$ cat src/rtl/ibex_if_dummy_merge_pkg.sv
// Shared constants and types for the IF/ID slot merge of fetched and dummy instructions.
// Holds the consecutive-dummy limit default and the slot-update selector encoding.
package ibex_if_dummy_merge_pkg;

  localparam int unsigned MaxConsecDummyDefault = 4;
  localparam int unsigned ConsecCntW            = 4;

  // What the slot does on a given cycle (flush handled separately, it wins over all).
  typedef enum logic [1:0] {
    SlotHold  = 2'd0,
    SlotFetch = 2'd1,
    SlotDummy = 2'd2,
    SlotEmpty = 2'd3
  } slot_sel_e;

endpackage

$ cat src/rtl/ibex_if_dummy_merge.sv
// IF/ID instruction slot that merges the fetch stream with dummy-instruction inserts,
// tags dummies for ID/WB, caps back-to-back dummy runs and counts inserted dummies.
module ibex_if_dummy_merge
  import ibex_if_dummy_merge_pkg::*;
#(
  parameter bit          DummyInstrEn   = 1'b1,
  parameter int unsigned MaxConsecDummy = MaxConsecDummyDefault,
  parameter int unsigned DummyCntW      = 16
) (
  input  logic                 clk_i,
  input  logic                 rst_i,
  input  logic                 flush_i,
  input  logic                 fetch_valid_i,
  input  logic [31:0]          fetch_rdata_i,
  input  logic [31:0]          fetch_addr_i,
  input  logic                 fetch_err_i,
  output logic                 fetch_ready_o,
  input  logic                 dummy_instr_en_i,
  input  logic                 insert_dummy_instr_i,
  input  logic [31:0]          dummy_instr_data_i,
  output logic                 advance_o,
  input  logic                 id_in_ready_i,
  output logic                 instr_valid_id_o,
  output logic [31:0]          instr_rdata_id_o,
  output logic [31:0]          instr_addr_id_o,
  output logic                 instr_fetch_err_o,
  output logic                 instr_is_dummy_o,
  output logic                 dummy_dropped_o,
  input  logic                 dummy_cnt_clr_i,
  output logic [DummyCntW-1:0] dummy_cnt_o
);

  localparam logic [ConsecCntW-1:0] MaxConsec = ConsecCntW'(MaxConsecDummy);

  logic                  valid_q;
  logic [31:0]           rdata_q;
  logic [31:0]           addr_q;
  logic                  err_q;
  logic                  dummy_q;
  logic [ConsecCntW-1:0] consec_q;
  logic [DummyCntW-1:0]  cnt_q;

  logic      load;
  logic      dummy_req;
  logic      take_dummy;
  logic      take_fetch;
  slot_sel_e slot_sel;

  // Handshakes: the fetch side transfers when fetch_valid_i & fetch_ready_o; the slot
  // transfers to ID when instr_valid_id_o & id_in_ready_i. The slot refills (advance_o)
  // whenever it is empty or being drained, unless a flush kills it that cycle.
  assign load      = (~valid_q | id_in_ready_i) & ~flush_i;
  // A dummy borrows the pending fetch's PC, so insertion waits for a pending fetch.
  assign dummy_req = DummyInstrEn & dummy_instr_en_i & insert_dummy_instr_i & fetch_valid_i;

  assign take_dummy = load & dummy_req & (consec_q < MaxConsec);
  assign take_fetch = load & fetch_valid_i & ~take_dummy;

  always_comb begin
    slot_sel = SlotHold;
    if (load) begin
      if (take_dummy) begin
        slot_sel = SlotDummy;
      end else if (take_fetch) begin
        slot_sel = SlotFetch;
      end else begin
        slot_sel = SlotEmpty;
      end
    end
  end

  always_ff @(posedge clk_i) begin
    if (rst_i) begin
      valid_q  <= 1'b0;
      rdata_q  <= '0;
      addr_q   <= '0;
      err_q    <= 1'b0;
      dummy_q  <= 1'b0;
      consec_q <= '0;
    end else if (flush_i) begin
      valid_q  <= 1'b0;
      dummy_q  <= 1'b0;
      consec_q <= '0;
    end else begin
      case (slot_sel)
        SlotDummy: begin
          valid_q  <= 1'b1;
          rdata_q  <= dummy_instr_data_i;
          addr_q   <= fetch_addr_i;
          err_q    <= 1'b0;
          dummy_q  <= 1'b1;
          consec_q <= consec_q + ConsecCntW'(1);
        end
        SlotFetch: begin
          valid_q  <= 1'b1;
          rdata_q  <= fetch_rdata_i;
          addr_q   <= fetch_addr_i;
          err_q    <= fetch_err_i;
          dummy_q  <= 1'b0;
          consec_q <= '0;
        end
        SlotEmpty: begin
          valid_q <= 1'b0;
        end
        default: begin
        end
      endcase
    end
  end

  // Clear beats a same-cycle increment; flush leaves the count alone.
  always_ff @(posedge clk_i) begin
    if (rst_i) begin
      cnt_q <= '0;
    end else if (dummy_cnt_clr_i) begin
      cnt_q <= '0;
    end else if (take_dummy && !(&cnt_q)) begin
      cnt_q <= cnt_q + DummyCntW'(1);
    end
  end

  assign fetch_ready_o     = take_fetch;
  assign advance_o         = load;
  assign dummy_dropped_o   = load & dummy_req & (consec_q == MaxConsec);

  assign instr_valid_id_o  = valid_q;
  assign instr_rdata_id_o  = rdata_q;
  assign instr_addr_id_o   = addr_q;
  assign instr_fetch_err_o = err_q;
  assign instr_is_dummy_o  = dummy_q;
  assign dummy_cnt_o       = cnt_q;

endmodule

$ cat config.mk
export PLATFORM = sky130hd
export DESIGN_NAME = ibex_if_dummy_merge
export DESIGN_NICKNAME = d
export VERILOG_FILES = /design/src/rtl/ibex_if_dummy_merge_pkg.sv /design/src/rtl/ibex_if_dummy_merge.sv
export SDC_FILE = /design/constraint.sdc
export NUM_CORES = 1
export LEC_CHECK = 0
export CAP_MARGIN = 5
export CORE_AREA = 2 2 102 104
export DETAILED_ROUTE_END_ITERATION = 8
export DIE_AREA = 0 0 104 106
export PLACE_DENSITY = 0.75
export RECOVER_POWER = 50
export SKIP_LAST_GASP = 1
export SYNTH_ARGS = -nofsm -noshare
export SYNTH_HDL_FRONTEND = slang
export SYNTH_SLANG_ARGS = --single-unit
$ cat constraint.sdc
create_clock -name clk_i -period 2.54 [get_ports clk_i]
set_input_delay 0.381 -clock clk_i [delete_from_list [all_inputs] [get_ports clk_i]]
set_output_delay 0.381 -clock clk_i [all_outputs]
set_load 0.02 [all_outputs]
After elaboration in Yosys (flattened, before gate mapping). Cells that the tools add are included.

Add/subtract/negate cells: 2. Magnitude comparators: 1. Equality and inequality tests: 4. Multiplexer cells: 8. Bitwise gates (word level): 12. Reductions and logical operators: 10.

Operator list (count): $pmux 32 s2 (1); $add 16x1->16 const B (1); $reduce_and 16->1 (1); $and 1x1->1 (8); $pmux 4 s2 (1); $mux 2 (3); $pmux 1 s2 (3); $reduce_or 2->1 (3); $add 4x1->4 const B (1); $eq 2x2->1 const B (2); $eq 4x3->1 const B (1); $lt 4x3->1 const B (1); $reduce_and 2->1 (2); $reduce_bool 2->1 (2); $not 1->1 (3); $eq 2x1->1 const B (1); $logic_and 1x1->1 (1); $logic_not 1->1 (1); $or 1x1->1 (1).

Flip-flop bits (word level): 87. Input bits: 105. Word-level logic and storage cells: 44.

Depth between registers and ports, before layout.
Depth in word-level cells: 13. Mapped depth: 7. Mapped depth without buffers: 6.

Worst setup path after synthesis. No wires, ideal clock.

Path kind: input to output. From: in flush_i. To: out dummy_dropped_o. Data arrival time: 1579 ps. Data required time: 2159 ps. Slack: 580 ps. Stages on the path: 5. Buffers on the path: 2. Cell sequence: buf_2 > and2b_1 > nand2_1 > clkbuf_1 > nor3_1.

Word-level cells in the longest chain between the ends: 4.

Ends and longest elaborated chain: from (decl) (line ibex_if_dummy_merge.sv:12) `input logic flush_i,`; $not 1->1 (no source line); $and 1x1->1 (line ibex_if_dummy_merge.sv:52) `assign load = (~valid_q | id_in_ready_i) & ~flush_i;`; $and 1x1->1 (2 in series) (line ibex_if_dummy_merge.sv:124) `assign dummy_dropped_o = load & dummy_req & (consec_q == MaxConsec);`; to (decl) (line ibex_if_dummy_merge.sv:28) `output logic dummy_dropped_o,`.

Every way passes these cells.

Worst setup path in the final report.
From: in fetch_valid_i. To: out fetch_ready_o.

Word-level cells in the longest chain between the ends: 5. Elaborated cells between the ends (all ways): 6. Those cells by class: bitwise (6).

Ends and longest elaborated chain: from (decl) (line ibex_if_dummy_merge.sv:13) `input logic fetch_valid_i,`; $and 1x1->1 (line ibex_if_dummy_merge.sv:54) `assign dummy_req = DummyInstrEn & dummy_instr_en_i & insert_dummy_instr_i & fetch_valid_i;`; $and 1x1->1 (2 in series) (line ibex_if_dummy_merge.sv:56) `assign take_dummy = load & dummy_req & (consec_q < MaxConsec);`; $not 1->1 (line ibex_if_dummy_merge.sv:57) `assign take_fetch = load & fetch_valid_i & ~take_dummy;`; $and 1x1->1 * (line ibex_if_dummy_merge.sv:57); to (decl) (line ibex_if_dummy_merge.sv:17) `output logic fetch_ready_o,`.

Mark *: on every way between the ends. The rest lies on a longest branch, timed or not.

==> run summary <==
post-route ant nets - 0
# rows - 37
cells after synthesis - 412
Power Dens Cells - 497 nW/um2
Ys Warns - 0
initial antenna violation count - 1
Post-synth EDFFs - 0
clk_lat worst skew - 0.35 ns
Starting Density - 0.363
max_cap viols - 1
Yosys cell types - 36
DP HPWL - 7660 um
largest net degree at the start of global routing - 39
routed wire length - 9980 um
gp weighted congestion - 0.797
mux share of post-synthesis cell area - 0.0914
Critical Path RT - 2.16 ns
DRC viols - 0
post-CTS setup repair buffer count - 0
CP endpoint kind - primary output
max-slew violation count - 37
Synth Area in Compound Gates - 0.128
FF+latch count, synth - 87
Setup TNS - 0 ns
crit share post-route - 0.949
n_diodes - 0
Max-slew headroom - -0.0764
Max IR drop VDD - 0.000243 V
post-synth net total - 520
P&R area growth vs syn - 59.8%
Tmin final - 2.41 ns
most common cell after layout, fill and taps aside - clkdlybuf4s50_1
Final Net Count - 702
final core occ - 0.579
Clock Skews - 0.00604 ns
Max Root-Sink Buffers - 2
fmax - 415 MHz
Post-Syn Area - 3630 um2
Post-CTS Resized - 0
Place WS - 0.121 ns
RSZ-0062 raised after global routing - no
top-level I/O count - 191
critical path launch point type - input pin
Pwr Total - 2.88 mW
Die W - 104 um
count of input and output buffers - 190
number of CTS-inserted buffers - 9
Top Usage Layer GRT - met2
met3 GRT Util - 0.0570
placed cell count - 719
failing checks - capacitance limit, slew limit
Placed Instance Area - 5650 um2
total number of vias - 3,518
sequential fraction of the synthesis area - 0.480
Die ar. - 11,000 um2
main combinational cell family by area after synthesis - simple AND/OR/NAND/NOR gates
Critical Path Start - fetch_valid_i
hold slack final - 0.450 ns
crit path kind - input pin to primary output
PnR worst setup slack - 0.130 ns
Die H - 106 um
clk sinks - 87
fraction of registers with async set/reset - 0
vias in the first global route - 3,560
CP max FO - 4
Post-Synth Adder-Cell Area - 0.0104
grt total ovfl - 0
Layout Cells excl Fill - 732
final instance area - 5790 um2
most frequent cells in the layout - clkdlybuf4s50_1 (127), dfxtp_1 (87), nand2_1 (73)
Slew @ Worst Pin - 1.61 ns
core region area - 10000 um2
Initial DRT Pass Iterations - 4
top_reg_cell synth - dfxtp_1
worst reg2reg startpoint - dummy_cnt_o[0]
root buffer cell - clkbuf_8
worst hold-check path type - flip-flop to flip-flop
GR met2 Demand/Resource - 0.335
Wirelength per Cell - 13.6 um
global routing usage on met1 - 0.200
Hold Crit Start - instr_addr_id_o[30]
syn avg cell area - 8.80 um2
XOR/XNOR Fraction of Synth Area - 0.0314
Final Hold Viols - 0
all-layer global routing usage - 0.184
clock slew at reported path FFs - 0.07 ns
CTS Hold Buffers Added - 0
first-pass GRT wire length - 16,400 um
Pleak - 2.19 nW
run status - finished with violations
Via-to-Cell Ratio - 4.81
Post-Synth Simple-Gate Area - 0.212
Iter 0 DRT Violations - 118
CTS tree - built
endpoints failing setup - 0
H-tree levels - 3
share of layout cells above drive strength 1 - 0.0453
CP Data Arrival Time - 2.03 ns
## worst max-delay path, stage by stage
cell and delay (ns):
clkdlybuf4s50_1 0.51, and2b_1 0.15, nand2_1 0.11, nor2_1 0.22, clkdlybuf4s50_1 0.65
## worst paths after layout
kind / to / slack, ns / depth (start not counted)
setup / recovery: fetch_ready_o / 0.13 / 5
hold / removal: instr_addr_id_o[30] / 0.45 / 2
setup reg to reg: dummy_cnt_o[15] / 0.46 / 6
hold reg to reg: instr_addr_id_o[30] / 0.45 / 2
## cells in the mapped netlist (2+ instances only)
master    count  share of area
o21ai_0       2         0.0028
a22oi_1       3         0.0062
dfxtp_1      87           0.48
nor3_1       12          0.017
xnor2_1      13          0.031
nor4_1        3         0.0052
nand3_1       3         0.0041
inv_1         3         0.0031
and2b_1       2         0.0041
nor2_1       53          0.055
buf_2        17          0.023
a21oi_1      35          0.048
nand4_1       5         0.0086
clkbuf_1     11          0.011
ha_1          3          0.010
and3_1        4         0.0069
mux2i_1      32          0.088
nand2_1      73          0.076
buf_6         2         0.0062
a211oi_1     33          0.068
## state kept, by name, indices dropped and copies added, names as in the netlist
register	count
dummy_cnt_o	16
instr_is_dummy_o	1
instr_valid_id_o	1
instr_fetch_err_o	1
consec_q	4
instr_addr_id_o	32
instr_rdata_id_o	32
## where the power goes
group	internal [mW]	leakage, nW	switching, mW	total, mW
Sequential	1.42	0.711	0.0275	1.45
Clock	0.438	0.0851	0.433	0.871
Combinational	0.299	1.40	0.256	0.556
## kinds of logic (layout without fill, tap and decap cells)
group,after synthesis,count (layout)
simple gates,167,167
compound gates,74,74
xor+xnor,13,13
fa+ha+maj,3,3
flops,87,87
buf+inv,35,219
mux,33,33
## routing by layer
metal  vias up  routed length [um]
met4         2                 175
li1       1775                   -
met3        17                 707
met2       118                5130
met1      1606                3950
met5         -                  12
## cell type report
class                      count  area, um2
clock inverter                 2       35.0
timing repair buffer         203       2000
multi-input combinational    290       1710
fill                         936       4210
clock buffer                  11        131
sequential                    87       1740
inverter                       3       11.3
tap                          136        170
(Power assumes the default switching activity.)
